<file path="config.mk">
export PLATFORM = sky130hd
export DESIGN_NAME = interrupt_sequencer_flat
export DESIGN_NICKNAME = d
export VERILOG_FILES = /design/src/rtl/interrupt_sequencer_pkg.sv /design/src/rtl/interrupt_sequencer_if.sv /design/src/rtl/interrupt_sequencer_vector_to_tifr_mask.sv /design/src/rtl/interrupt_sequencer.sv /design/src/flat_wrapper.sv
export SDC_FILE = /design/constraint.sdc
export NUM_CORES = 1
export LEC_CHECK = 0
export ABC_AREA = 1
export CELL_PAD_IN_SITES_DETAIL_PLACEMENT = 2
export CELL_PAD_IN_SITES_GLOBAL_PLACEMENT = 2
export CORE_MARGIN = 2
export CORE_UTILIZATION = 29
export CTS_CLUSTER_SIZE = 16
export DETAILED_ROUTE_END_ITERATION = 10
export GPL_TIMING_DRIVEN = 0
export HOLD_SLACK_MARGIN = 0.03
export PLACE_DENSITY = 0.89
export SYNTH_ARGS = -nofsm -noshare
export SYNTH_HDL_FRONTEND = slang
export SYNTH_SLANG_ARGS = --single-unit
</file>
<file path="constraint.sdc">
create_clock -name clk -period 3.5 [get_ports clk]
set_input_delay 1.05 -clock clk [delete_from_list [all_inputs] [get_ports clk]]
set_output_delay 1.05 -clock clk [all_outputs]
set_load 0.05 [all_outputs]
</file>
<file path="src/rtl/interrupt_sequencer_pkg.sv">
// Shared constants for the interrupt entry sequencer: bus widths, timer-0 ISR
// vector addresses, TIFR0 bit positions and the sequencer state encoding.
package interrupt_sequencer_pkg;

    localparam int SEQ_DATA_WIDTH   = 8;
    localparam int SEQ_I_ADDR_WIDTH = 10;
    localparam int SEQ_D_ADDR_WIDTH = 8;

    // Word addresses of the timer-0 handlers in the vector table
    localparam logic [SEQ_I_ADDR_WIDTH-1:0] TIM0_COMPA_ISR = 10'h01C;
    localparam logic [SEQ_I_ADDR_WIDTH-1:0] TIM0_COMPB_ISR = 10'h01E;
    localparam logic [SEQ_I_ADDR_WIDTH-1:0] TIM0_OVF_ISR   = 10'h020;

    localparam int TOV0  = 0;
    localparam int OCF0A = 1;
    localparam int OCF0B = 2;

    typedef enum logic [2:0] {
        ST_IDLE     = 3'd0,
        ST_PUSH_L   = 3'd1,
        ST_PUSH_H   = 3'd2,
        ST_JUMP     = 3'd3,
        ST_COOLDOWN = 3'd4
    } seq_state_e;

endpackage

</file>
<file path="src/rtl/interrupt_sequencer_if.sv">
// Bundle of the request, CPU-boundary, stack-write and register-update signals
// around the sequencer. The master modport is the sequencer's view.
interface interrupt_sequencer_if
    import interrupt_sequencer_pkg::*;
#(
    parameter int DATA_WIDTH   = SEQ_DATA_WIDTH,
    parameter int I_ADDR_WIDTH = SEQ_I_ADDR_WIDTH,
    parameter int D_ADDR_WIDTH = SEQ_D_ADDR_WIDTH
);

    logic                    irq;
    logic [I_ADDR_WIDTH-1:0] vector;
    logic                    instr_done;
    logic [I_ADDR_WIDTH-1:0] pc_next;
    logic                    reti;
    logic [D_ADDR_WIDTH-1:0] sp;

    logic                    stall;
    logic                    mem_wr_en;
    logic [D_ADDR_WIDTH-1:0] mem_addr;
    logic [DATA_WIDTH-1:0]   mem_wr_data;
    logic                    sp_wr_en;
    logic [D_ADDR_WIDTH-1:0] sp_wr_data;
    logic                    sreg_i_clr;
    logic                    sreg_i_set;
    logic [DATA_WIDTH-1:0]   tifr_clr;
    logic                    pc_load;
    logic [I_ADDR_WIDTH-1:0] pc_load_value;
    logic                    ack;
    logic [I_ADDR_WIDTH-1:0] ack_vector;

    modport master (
        input  irq, vector, instr_done, pc_next, reti, sp,
        output stall, mem_wr_en, mem_addr, mem_wr_data, sp_wr_en, sp_wr_data,
               sreg_i_clr, sreg_i_set, tifr_clr, pc_load, pc_load_value,
               ack, ack_vector
    );

    modport slave (
        output irq, vector, instr_done, pc_next, reti, sp,
        input  stall, mem_wr_en, mem_addr, mem_wr_data, sp_wr_en, sp_wr_data,
               sreg_i_clr, sreg_i_set, tifr_clr, pc_load, pc_load_value,
               ack, ack_vector
    );

endinterface

</file>
<file path="src/rtl/interrupt_sequencer_vector_to_tifr_mask.sv">
// Decodes an ISR vector into the write-1-to-clear mask for the matching TIFR0
// flag; vectors that do not belong to timer 0 produce an empty mask.
module vector_to_tifr_mask
    import interrupt_sequencer_pkg::*;
#(
    parameter int DATA_WIDTH   = SEQ_DATA_WIDTH,
    parameter int I_ADDR_WIDTH = SEQ_I_ADDR_WIDTH
) (
    input  logic [I_ADDR_WIDTH-1:0] vector_i,
    output logic [DATA_WIDTH-1:0]   mask_o
);

    always_comb begin
        mask_o = '0;
        if (vector_i == I_ADDR_WIDTH'(TIM0_OVF_ISR)) begin
            mask_o[TOV0] = 1'b1;
        end else if (vector_i == I_ADDR_WIDTH'(TIM0_COMPA_ISR)) begin
            mask_o[OCF0A] = 1'b1;
        end else if (vector_i == I_ADDR_WIDTH'(TIM0_COMPB_ISR)) begin
            mask_o[OCF0B] = 1'b1;
        end
    end

endmodule

</file>
<file path="src/rtl/interrupt_sequencer.sv">
// CPU interrupt entry sequencer: pushes the return PC, clears SREG.I, acks the
// TIFR flag and jumps to the vector; also re-arms I on RETI with a one-instruction guard.
module interrupt_sequencer
    import interrupt_sequencer_pkg::*;
#(
    parameter int DATA_WIDTH   = SEQ_DATA_WIDTH,
    parameter int I_ADDR_WIDTH = SEQ_I_ADDR_WIDTH,
    parameter int D_ADDR_WIDTH = SEQ_D_ADDR_WIDTH
) (
    input  logic                  clk,
    input  logic                  rst_n,
    interrupt_sequencer_if.master seq_if
);

    seq_state_e              state_q, state_d;
    logic                    reti_guard_q, reti_guard_d;
    logic [I_ADDR_WIDTH-1:0] vec_q, vec_d;
    logic [I_ADDR_WIDTH-1:0] pc_q, pc_d;
    logic [D_ADDR_WIDTH-1:0] sp_q, sp_d;

    logic                    stall_q, stall_d;
    logic                    mem_wr_en_q, mem_wr_en_d;
    logic [D_ADDR_WIDTH-1:0] mem_addr_q, mem_addr_d;
    logic [DATA_WIDTH-1:0]   mem_wr_data_q, mem_wr_data_d;
    logic                    sp_wr_en_q, sp_wr_en_d;
    logic [D_ADDR_WIDTH-1:0] sp_wr_data_q, sp_wr_data_d;
    logic                    sreg_i_clr_q, sreg_i_clr_d;
    logic                    sreg_i_set_q, sreg_i_set_d;
    logic [DATA_WIDTH-1:0]   tifr_clr_q, tifr_clr_d;
    logic                    pc_load_q, pc_load_d;
    logic [I_ADDR_WIDTH-1:0] pc_load_value_q, pc_load_value_d;
    logic                    ack_q, ack_d;
    logic [I_ADDR_WIDTH-1:0] ack_vector_q, ack_vector_d;

    logic [DATA_WIDTH-1:0]   tifr_mask;

    vector_to_tifr_mask #(
        .DATA_WIDTH   (DATA_WIDTH),
        .I_ADDR_WIDTH (I_ADDR_WIDTH)
    ) u_tifr_mask (
        .vector_i (vec_d),
        .mask_o   (tifr_mask)
    );

    // RETI has priority at a boundary; the boundary right after it is never taken.
    always_comb begin
        state_d      = state_q;
        reti_guard_d = reti_guard_q;
        vec_d        = vec_q;
        pc_d         = pc_q;
        sp_d         = sp_q;
        sreg_i_set_d = 1'b0;
        case (state_q)
            ST_IDLE: begin
                if (seq_if.instr_done) begin
                    if (seq_if.reti) begin
                        sreg_i_set_d = 1'b1;
                        reti_guard_d = 1'b1;
                    end else if (reti_guard_q) begin
                        reti_guard_d = 1'b0;
                    end else if (seq_if.irq) begin
                        vec_d   = seq_if.vector;
                        pc_d    = seq_if.pc_next;
                        sp_d    = seq_if.sp;
                        state_d = ST_PUSH_L;
                    end
                end
            end
            ST_PUSH_L:   state_d = ST_PUSH_H;
            ST_PUSH_H:   state_d = ST_JUMP;
            ST_JUMP:     state_d = ST_COOLDOWN;
            ST_COOLDOWN: state_d = ST_IDLE;
            default:     state_d = ST_IDLE;
        endcase
    end

    // Outputs are decoded from the next state so they appear registered in that state.
    always_comb begin
        stall_d         = (state_d != ST_IDLE);
        mem_wr_en_d     = 1'b0;
        mem_addr_d      = '0;
        mem_wr_data_d   = '0;
        sp_wr_en_d      = 1'b0;
        sp_wr_data_d    = '0;
        sreg_i_clr_d    = 1'b0;
        tifr_clr_d      = '0;
        pc_load_d       = 1'b0;
        pc_load_value_d = '0;
        ack_d           = 1'b0;
        ack_vector_d    = '0;
        case (state_d)
            ST_PUSH_L: begin
                mem_wr_en_d   = 1'b1;
                mem_addr_d    = sp_d;
                mem_wr_data_d = pc_d[DATA_WIDTH-1:0];
            end
            ST_PUSH_H: begin
                mem_wr_en_d   = 1'b1;
                mem_addr_d    = sp_d - D_ADDR_WIDTH'(1);
                mem_wr_data_d = DATA_WIDTH'(pc_d >> DATA_WIDTH);
            end
            ST_JUMP: begin
                pc_load_d       = 1'b1;
                pc_load_value_d = vec_d;
                sp_wr_en_d      = 1'b1;
                sp_wr_data_d    = sp_d - D_ADDR_WIDTH'(2);
                sreg_i_clr_d    = 1'b1;
                ack_d           = 1'b1;
                ack_vector_d    = vec_d;
                tifr_clr_d      = tifr_mask;
            end
            default: ;
        endcase
    end

    always_ff @(posedge clk or negedge rst_n) begin
        if (!rst_n) begin
            state_q         <= ST_IDLE;
            reti_guard_q    <= 1'b0;
            vec_q           <= '0;
            pc_q            <= '0;
            sp_q            <= '0;
            stall_q         <= 1'b0;
            mem_wr_en_q     <= 1'b0;
            mem_addr_q      <= '0;
            mem_wr_data_q   <= '0;
            sp_wr_en_q      <= 1'b0;
            sp_wr_data_q    <= '0;
            sreg_i_clr_q    <= 1'b0;
            sreg_i_set_q    <= 1'b0;
            tifr_clr_q      <= '0;
            pc_load_q       <= 1'b0;
            pc_load_value_q <= '0;
            ack_q           <= 1'b0;
            ack_vector_q    <= '0;
        end else begin
            state_q         <= state_d;
            reti_guard_q    <= reti_guard_d;
            vec_q           <= vec_d;
            pc_q            <= pc_d;
            sp_q            <= sp_d;
            stall_q         <= stall_d;
            mem_wr_en_q     <= mem_wr_en_d;
            mem_addr_q      <= mem_addr_d;
            mem_wr_data_q   <= mem_wr_data_d;
            sp_wr_en_q      <= sp_wr_en_d;
            sp_wr_data_q    <= sp_wr_data_d;
            sreg_i_clr_q    <= sreg_i_clr_d;
            sreg_i_set_q    <= sreg_i_set_d;
            tifr_clr_q      <= tifr_clr_d;
            pc_load_q       <= pc_load_d;
            pc_load_value_q <= pc_load_value_d;
            ack_q           <= ack_d;
            ack_vector_q    <= ack_vector_d;
        end
    end

    assign seq_if.stall         = stall_q;
    assign seq_if.mem_wr_en     = mem_wr_en_q;
    assign seq_if.mem_addr      = mem_addr_q;
    assign seq_if.mem_wr_data   = mem_wr_data_q;
    assign seq_if.sp_wr_en      = sp_wr_en_q;
    assign seq_if.sp_wr_data    = sp_wr_data_q;
    assign seq_if.sreg_i_clr    = sreg_i_clr_q;
    assign seq_if.sreg_i_set    = sreg_i_set_q;
    assign seq_if.tifr_clr      = tifr_clr_q;
    assign seq_if.pc_load       = pc_load_q;
    assign seq_if.pc_load_value = pc_load_value_q;
    assign seq_if.ack           = ack_q;
    assign seq_if.ack_vector    = ack_vector_q;

endmodule

</file>
<file path="src/flat_wrapper.sv">
// flat-port wrapper written by rule: the top's interface ports become plain ports
module interrupt_sequencer_flat import interrupt_sequencer_pkg::*;
#(
    parameter int DATA_WIDTH   = SEQ_DATA_WIDTH,
    parameter int I_ADDR_WIDTH = SEQ_I_ADDR_WIDTH,
    parameter int D_ADDR_WIDTH = SEQ_D_ADDR_WIDTH
)
  (clk, rst_n, seq_if_irq, seq_if_vector, seq_if_instr_done, seq_if_pc_next, seq_if_reti, seq_if_sp, seq_if_stall, seq_if_mem_wr_en, seq_if_mem_addr, seq_if_mem_wr_data, seq_if_sp_wr_en, seq_if_sp_wr_data, seq_if_sreg_i_clr, seq_if_sreg_i_set, seq_if_tifr_clr, seq_if_pc_load, seq_if_pc_load_value, seq_if_ack, seq_if_ack_vector);
  interrupt_sequencer_if #(.DATA_WIDTH(DATA_WIDTH), .I_ADDR_WIDTH(I_ADDR_WIDTH), .D_ADDR_WIDTH(D_ADDR_WIDTH)) seq_if_i ();
  input  logic clk;
  input  logic rst_n;
  input wire logic [$bits(seq_if_i.irq)-1:0] seq_if_irq;
  input wire logic [$bits(seq_if_i.vector)-1:0] seq_if_vector;
  input wire logic [$bits(seq_if_i.instr_done)-1:0] seq_if_instr_done;
  input wire logic [$bits(seq_if_i.pc_next)-1:0] seq_if_pc_next;
  input wire logic [$bits(seq_if_i.reti)-1:0] seq_if_reti;
  input wire logic [$bits(seq_if_i.sp)-1:0] seq_if_sp;
  output wire logic [$bits(seq_if_i.stall)-1:0] seq_if_stall;
  output wire logic [$bits(seq_if_i.mem_wr_en)-1:0] seq_if_mem_wr_en;
  output wire logic [$bits(seq_if_i.mem_addr)-1:0] seq_if_mem_addr;
  output wire logic [$bits(seq_if_i.mem_wr_data)-1:0] seq_if_mem_wr_data;
  output wire logic [$bits(seq_if_i.sp_wr_en)-1:0] seq_if_sp_wr_en;
  output wire logic [$bits(seq_if_i.sp_wr_data)-1:0] seq_if_sp_wr_data;
  output wire logic [$bits(seq_if_i.sreg_i_clr)-1:0] seq_if_sreg_i_clr;
  output wire logic [$bits(seq_if_i.sreg_i_set)-1:0] seq_if_sreg_i_set;
  output wire logic [$bits(seq_if_i.tifr_clr)-1:0] seq_if_tifr_clr;
  output wire logic [$bits(seq_if_i.pc_load)-1:0] seq_if_pc_load;
  output wire logic [$bits(seq_if_i.pc_load_value)-1:0] seq_if_pc_load_value;
  output wire logic [$bits(seq_if_i.ack)-1:0] seq_if_ack;
  output wire logic [$bits(seq_if_i.ack_vector)-1:0] seq_if_ack_vector;
  assign seq_if_i.irq = seq_if_irq;
  assign seq_if_i.vector = seq_if_vector;
  assign seq_if_i.instr_done = seq_if_instr_done;
  assign seq_if_i.pc_next = seq_if_pc_next;
  assign seq_if_i.reti = seq_if_reti;
  assign seq_if_i.sp = seq_if_sp;
  assign seq_if_stall = seq_if_i.stall;
  assign seq_if_mem_wr_en = seq_if_i.mem_wr_en;
  assign seq_if_mem_addr = seq_if_i.mem_addr;
  assign seq_if_mem_wr_data = seq_if_i.mem_wr_data;
  assign seq_if_sp_wr_en = seq_if_i.sp_wr_en;
  assign seq_if_sp_wr_data = seq_if_i.sp_wr_data;
  assign seq_if_sreg_i_clr = seq_if_i.sreg_i_clr;
  assign seq_if_sreg_i_set = seq_if_i.sreg_i_set;
  assign seq_if_tifr_clr = seq_if_i.tifr_clr;
  assign seq_if_pc_load = seq_if_i.pc_load;
  assign seq_if_pc_load_value = seq_if_i.pc_load_value;
  assign seq_if_ack = seq_if_i.ack;
  assign seq_if_ack_vector = seq_if_i.ack_vector;
  interrupt_sequencer #(.DATA_WIDTH(DATA_WIDTH), .I_ADDR_WIDTH(I_ADDR_WIDTH), .D_ADDR_WIDTH(D_ADDR_WIDTH)) u_core (.clk(clk), .rst_n(rst_n), .seq_if(seq_if_i));
endmodule
</file>
# After elaboration in Yosys (flattened, before gate mapping)
# Cells that the tools add are included.
[op_classes]
addsub = 2
n_eq_ne = 9
n_mux = 35
reduce_logical = 4
[op_table]
columns = ["operator", "n"]
rows = [
  ["10-bit 2-to-1 mux", 11],
  ["8-bit 2-to-1 mux", 6],
  ["8-bit one-hot mux with 2 select lines", 2],
  ["10-bit by 5-bit equality test with 1-bit output (second input constant)", 2],
  ["3-bit 2-to-1 mux", 5],
  ["3-bit by 2-bit equality test with 1-bit output (second input constant)", 4],
  ["3-bit one-hot mux with 4 select lines", 1],
  ["10-bit by 6-bit equality test with 1-bit output (second input constant)", 1],
  ["1-bit 2-to-1 mux", 9],
  ["8-bit by 1-bit subtractor with 8-bit output (second input constant)", 1],
  ["8-bit by 2-bit subtractor with 8-bit output (second input constant)", 1],
  ["3-bit by 1-bit equality test with 1-bit output (second input constant)", 2],
  ["3-bit logical NOT", 1],
  ["3-bit nonzero test", 1],
  ["2-bit 2-to-1 mux", 1],
  ["2-bit AND reduction", 1],
  ["2-bit OR reduction", 1],
]
[totals]
register_bits = 73
input_bits = 33
output_inout_bits = 59
wordCells = 64

# Depth between registers and ports, before layout
[logic_depth]
ltp_word = 10
ltp_mapped = 15
ltp_nobuf = 14

# Modules after synthesis
# A second synthesis with hierarchy kept.
[unflattened]
cells_unflattened = 321
area_unflattened_um2 = 3031.7
[by_module_without_submodules]
columns = ["module", "n_inst", "cells_per_inst", "area_per_inst_um2", "seq_area_each_um2"]
rows = [
  ["interrupt_sequencer", 1, 298, 2910.3, 1751.7],
  ["vector_to_tifr_mask", 1, 23, 121.4, 0.0],
]

# Worst setup path before layout
# OpenSTA, ideal clock, no wires.
[synth_path]
kind = "input port to flip-flop"
startpoint = "in seq_if_irq"
endpoint = "reg u_core.mem_addr_q[3], in the netlist u_core.seq_if.mem_addr[3]"
setup_ps = 129
arrival_time_ps = 2377
required_time_ps = 3371
slack_ps = 994
stages = 12
n_path_buf = 1
path_cell_list = "nand2_1 nor2_4 nand2_8 buf_8 nand2_1 o21a_4 ha_1 inv_1 nor2_1 a21oi_1 o21ai_0 o21ai_0"
[synth_between]
elab_chain_cells = 7
elab_cells_between_ends = 14
classes_between = "1 x add/sub; 2 x eq/ne; 11 x mux"
[synth_lines]
columns = ["item", "line_no", "source"]
rows = [
  ["from (decl)", "flat_wrapper.sv:12", "input wire logic [$bits(seq_if_i.irq)-1:0] seq_if_irq;"],
  ["8-bit 2-to-1 mux / 3-bit 2-to-1 mux (equally long branches)", "interrupt_sequencer.sv:61", "end else if (seq_if.irq) begin"],
  ["8-bit 2-to-1 mux / 3-bit 2-to-1 mux (equally long branches)", "interrupt_sequencer.sv:59", "end else if (reti_guard_q) begin"],
  ["8-bit 2-to-1 mux / 3-bit 2-to-1 mux (equally long branches)", "interrupt_sequencer.sv:56", "if (seq_if.reti) begin"],
  ["8-bit 2-to-1 mux / 3-bit 2-to-1 mux (equally long branches)", "interrupt_sequencer.sv:55", "if (seq_if.instr_done) begin"],
  ["8-bit 2-to-1 mux / 3-bit one-hot mux with 4 select lines (equally long branches)", "interrupt_sequencer.sv:53", "case (state_q)"],
  ["8-bit by 1-bit subtractor with 8-bit output (tied with other cells)", "interrupt_sequencer.sv:99", "mem_addr_d = sp_d - D_ADDR_WIDTH'(1);"],
  ["8-bit one-hot mux with 2 select lines *", "interrupt_sequencer.sv:91", "case (state_d)"],
  ["net u_core.mem_addr_d[3]", "interrupt_sequencer.sv:23", "logic [D_ADDR_WIDTH-1:0] mem_addr_q, mem_addr_d;"],
  ["to (signal assigned)", "interrupt_sequencer.sv:144", "mem_addr_q <= mem_addr_d;"],
  ["to (decl)", "interrupt_sequencer.sv:23", ""],
]
# The timed path passes the listed nets; every way through them passes the cells marked *.
# A chain may end at the register's enable or synchronous reset.

# Worst setup path after layout
# Ends and elaborated chain as after synthesis.

==> results_dict.tcl <==
set metrics [dict create \
    finalSetupViolCount 0 \
    cts_buffer_depth 2 \
    vias_per_cell 4.54 \
    period_needed_ps 3170 \
    rsz0062_at_grt "no" \
    seq_area_frac_synth 0.556 \
    row_count 36 \
    io_buffers 86 \
    fin_setup_tns_ps 0 \
    layout-drive-gt1-share 0.169 \
    vdd_drop_max_v 0.000301 \
    ys_types 30 \
    hold_class "register to register" \
    fin_crit_sh 0.906 \
    critPathCaptureType "register" \
    drv_slew 0 \
    synth-edff-count 0 \
    area_delta_synth_final_pct 43.2 \
    hpwl_um 7200 \
    antenna_cells 0 \
    fin_util 0.429 \
    path_clk_slew_ps 80 \
    whs_endpoint "u_core.pc_q[9]" \
    grt_pass1_vias 3081 \
    max_slew_margin 0.438 \
    rr_startpoint "u_core.state_q[2]" \
    insertion_delay_ps 370 \
    leakage_nw 2.16 \
    wl_per_cell_um 20.3 \
    tightest_slew_ps 844 \
    grt_pass1_wl_um 18000 \
    placed_area_mm2 0.00397 \
    synth_warnings 0 \
    power.density_mw_per_mm2 1020 \
    netlist_area_mm2 0.00293 \
    fp.dieW_um 104 \
    rr_endpoint "u_core.seq_if.mem_addr[3]" \
    cts_made_buffers 9 \
    min_path_cells 2 \
    die_area_mm2 0.0109 \
    cp_num_buf_inv 3 \
    path_depth 13 \
    root_buffer "clkbuf_8" \
    cts.htree.levels 3 \
    placed_cells 548 \
    grt-ovfl-total 0 \
    nets 463 \
    final_hold_viol_count 0 \
    grt_usage 0.220 \
    crit_chain "clkdlybuf4s50_1 > nand2_1 > nor2_4 > nand2_8 > buf_8 > nand2_1 > o21a_4 > ha_1 > inv_1 > nor2_1 > a21oi_1 > o21ai_0 > o21ai_0" \
    crit_path_start_kind "input pin" \
    synth_cells 325 \
    r2r_cells 13 \
    critPathTopFamily "buffers and inverters" \
    min_from "u_core.pc_q[9]" \
    die_y_um 104 \
    dr.pass1.iters 4 \
    run_status "finished clean" \
    initial_utilization 0.299 \
    io_pins 92 \
    max_cap_viol_count 0 \
    cp_data_arrival_time_ps 3400 \
    crit_slowest_cell "clkdlybuf4s50_1" \
    finalNonFillerCells 565 \
    cp_max_fo 10 \
    synth_ff_type "dfrtp_1" \
    fmax_ghz 0.316 \
    fin_area_mm2 0.00419 \
    skew_ps 7.05 \
    p_total_mw 4.27 \
    antenna_found_initial 0 \
    fin_ws_ps 331 \
    syn_avg_cell_area_um2 9.00 \
    drt_iter0_drc 68 \
    cpPeakStageDelay_ps 480 \
    critPathRequiredTime_ps 3730 \
    hold-worst-slack_ps 511 \
    routed_wl_um 11500 \
    drc 0 \
    place.gp.congestion 0.768 \
    r2r_slack_ps 1020 \
    core_mm2 0.00977 \
    synthArstFlopShare 1.00 \
    grt_max_degree 66 \
    synth-seq-cells 65 \
    ant_nets 0 \
    pre_cts_ws_ps 62.8 \
    cts_resized 0 \
    cts.sinks 65 \
    path_class "input pin to register" \
    post-cts-setup-buffers 0 \
    hold_buffers 0 \
    cts_tree "built" \
    vias 2563 \
]
==> Yosys cell counts (all sizes together) (3+ instances only) <==
| library cell | count | area share |
|---|---|---|
| a21oi | 3 | 0.0051 |
| buf | 21 | 0.059 |
| clkbuf | 4 | 0.0051 |
| dfrtp | 65 | 0.56 |
| ha | 3 | 0.013 |
| inv | 68 | 0.087 |
| nand2 | 85 | 0.12 |
| nand3 | 16 | 0.029 |
| nand4 | 3 | 0.0064 |
| nor2 | 28 | 0.048 |
| nor3 | 5 | 0.012 |
| o21ai | 17 | 0.038 |
==> where the power goes <==
part	leakage, nW	switching, mW	internal (mW)	total [mW]
combinational	1.22	1.66	0.718	2.38
clock	0.109	0.330	0.401	0.730
sequential	0.828	0.137	1.03	1.16
total	2.16	2.12	2.15	4.27
==> final cells by class <==
cell class	count	area (um^2)
fill	1072	5580
clock buffer	9	124
clock inverter	7	95.1
sequential	65	1630
inverter	68	255
timing repair buffer	87	863
tap	133	166
buffer	25	188
multi-input combinational	171	872
==> worst reg2reg max path: stages (launching register included) <==
cell	delay [ps]
dfrtp_1	460
inv_2	110
nand2_4	70
nor2_8	220
nand2_8	120
buf_8	170
nand2_1	80
o21a_4	180
ha_1	270
inv_1	110
nor2_1	190
a21oi_1	90
o21ai_0	130
o21ai_0	160
==> cells in the final DEF, fill, tap and decap left out, types with 9 or more instances in the layout <==
master	instances
clkdlybuf4s50_1	85
buf_4	19
nor2_1	21
dfrtp_1	65
clkbuf_8	9
nand2_1	76
inv_1	61
o21ai_0	9
nand3_1	15
==> state kept, by name, summed over array words and instances (netlist names), 2 cells and up <==
register	flops
u_core.pc_q	2
u_core.seq_if.mem_addr	8
u_core.seq_if.mem_wr_data	8
u_core.seq_if.pc_load_value	10
u_core.seq_if.sp_wr_data	8
u_core.seq_if.tifr_clr	3
u_core.sp_q	8
u_core.state_q	3
u_core.vec_q	10
==> metal layers <==
layer / GRT usage / vias to the layer above / share of wire / wire length [um]
met4: 0.0898 / 0 / 0.027 / 310
met2: 0.413 / 87 / 0.55 / 6300
met1: 0.236 / 1305 / 0.38 / 4360
met5: 0 / - / 0 / 0
met3: 0.0508 / 22 / 0.044 / 508
li1: - / 1149 / - / -
==> how the worst max path moves through the flow <==
stage,from,to,slack [ps]
floorplan,seq_if_irq,u_core.seq_if.mem_addr[3],990
global placement,rst_n,u_core.seq_if.mem_addr[5],-810
detailed placement,seq_if_irq,u_core.seq_if.mem_addr[3],60
CTS,seq_if_irq,u_core.seq_if.mem_addr[3],340
global route,seq_if_irq,u_core.seq_if.mem_addr[3],190
finish,seq_if_irq,u_core.seq_if.mem_addr[3],330
==> kinds of logic after synthesis <==
| family | share of synthesized area |
|---|---|
| flops | 0.556 |
| fa+ha+maj | 0.0128 |
| buf+inv | 0.151 |
| simple gates | 0.224 |
| other cells | 0.00128 |
| compound gates | 0.0547 |
Power figures use the tool's default switching activity.
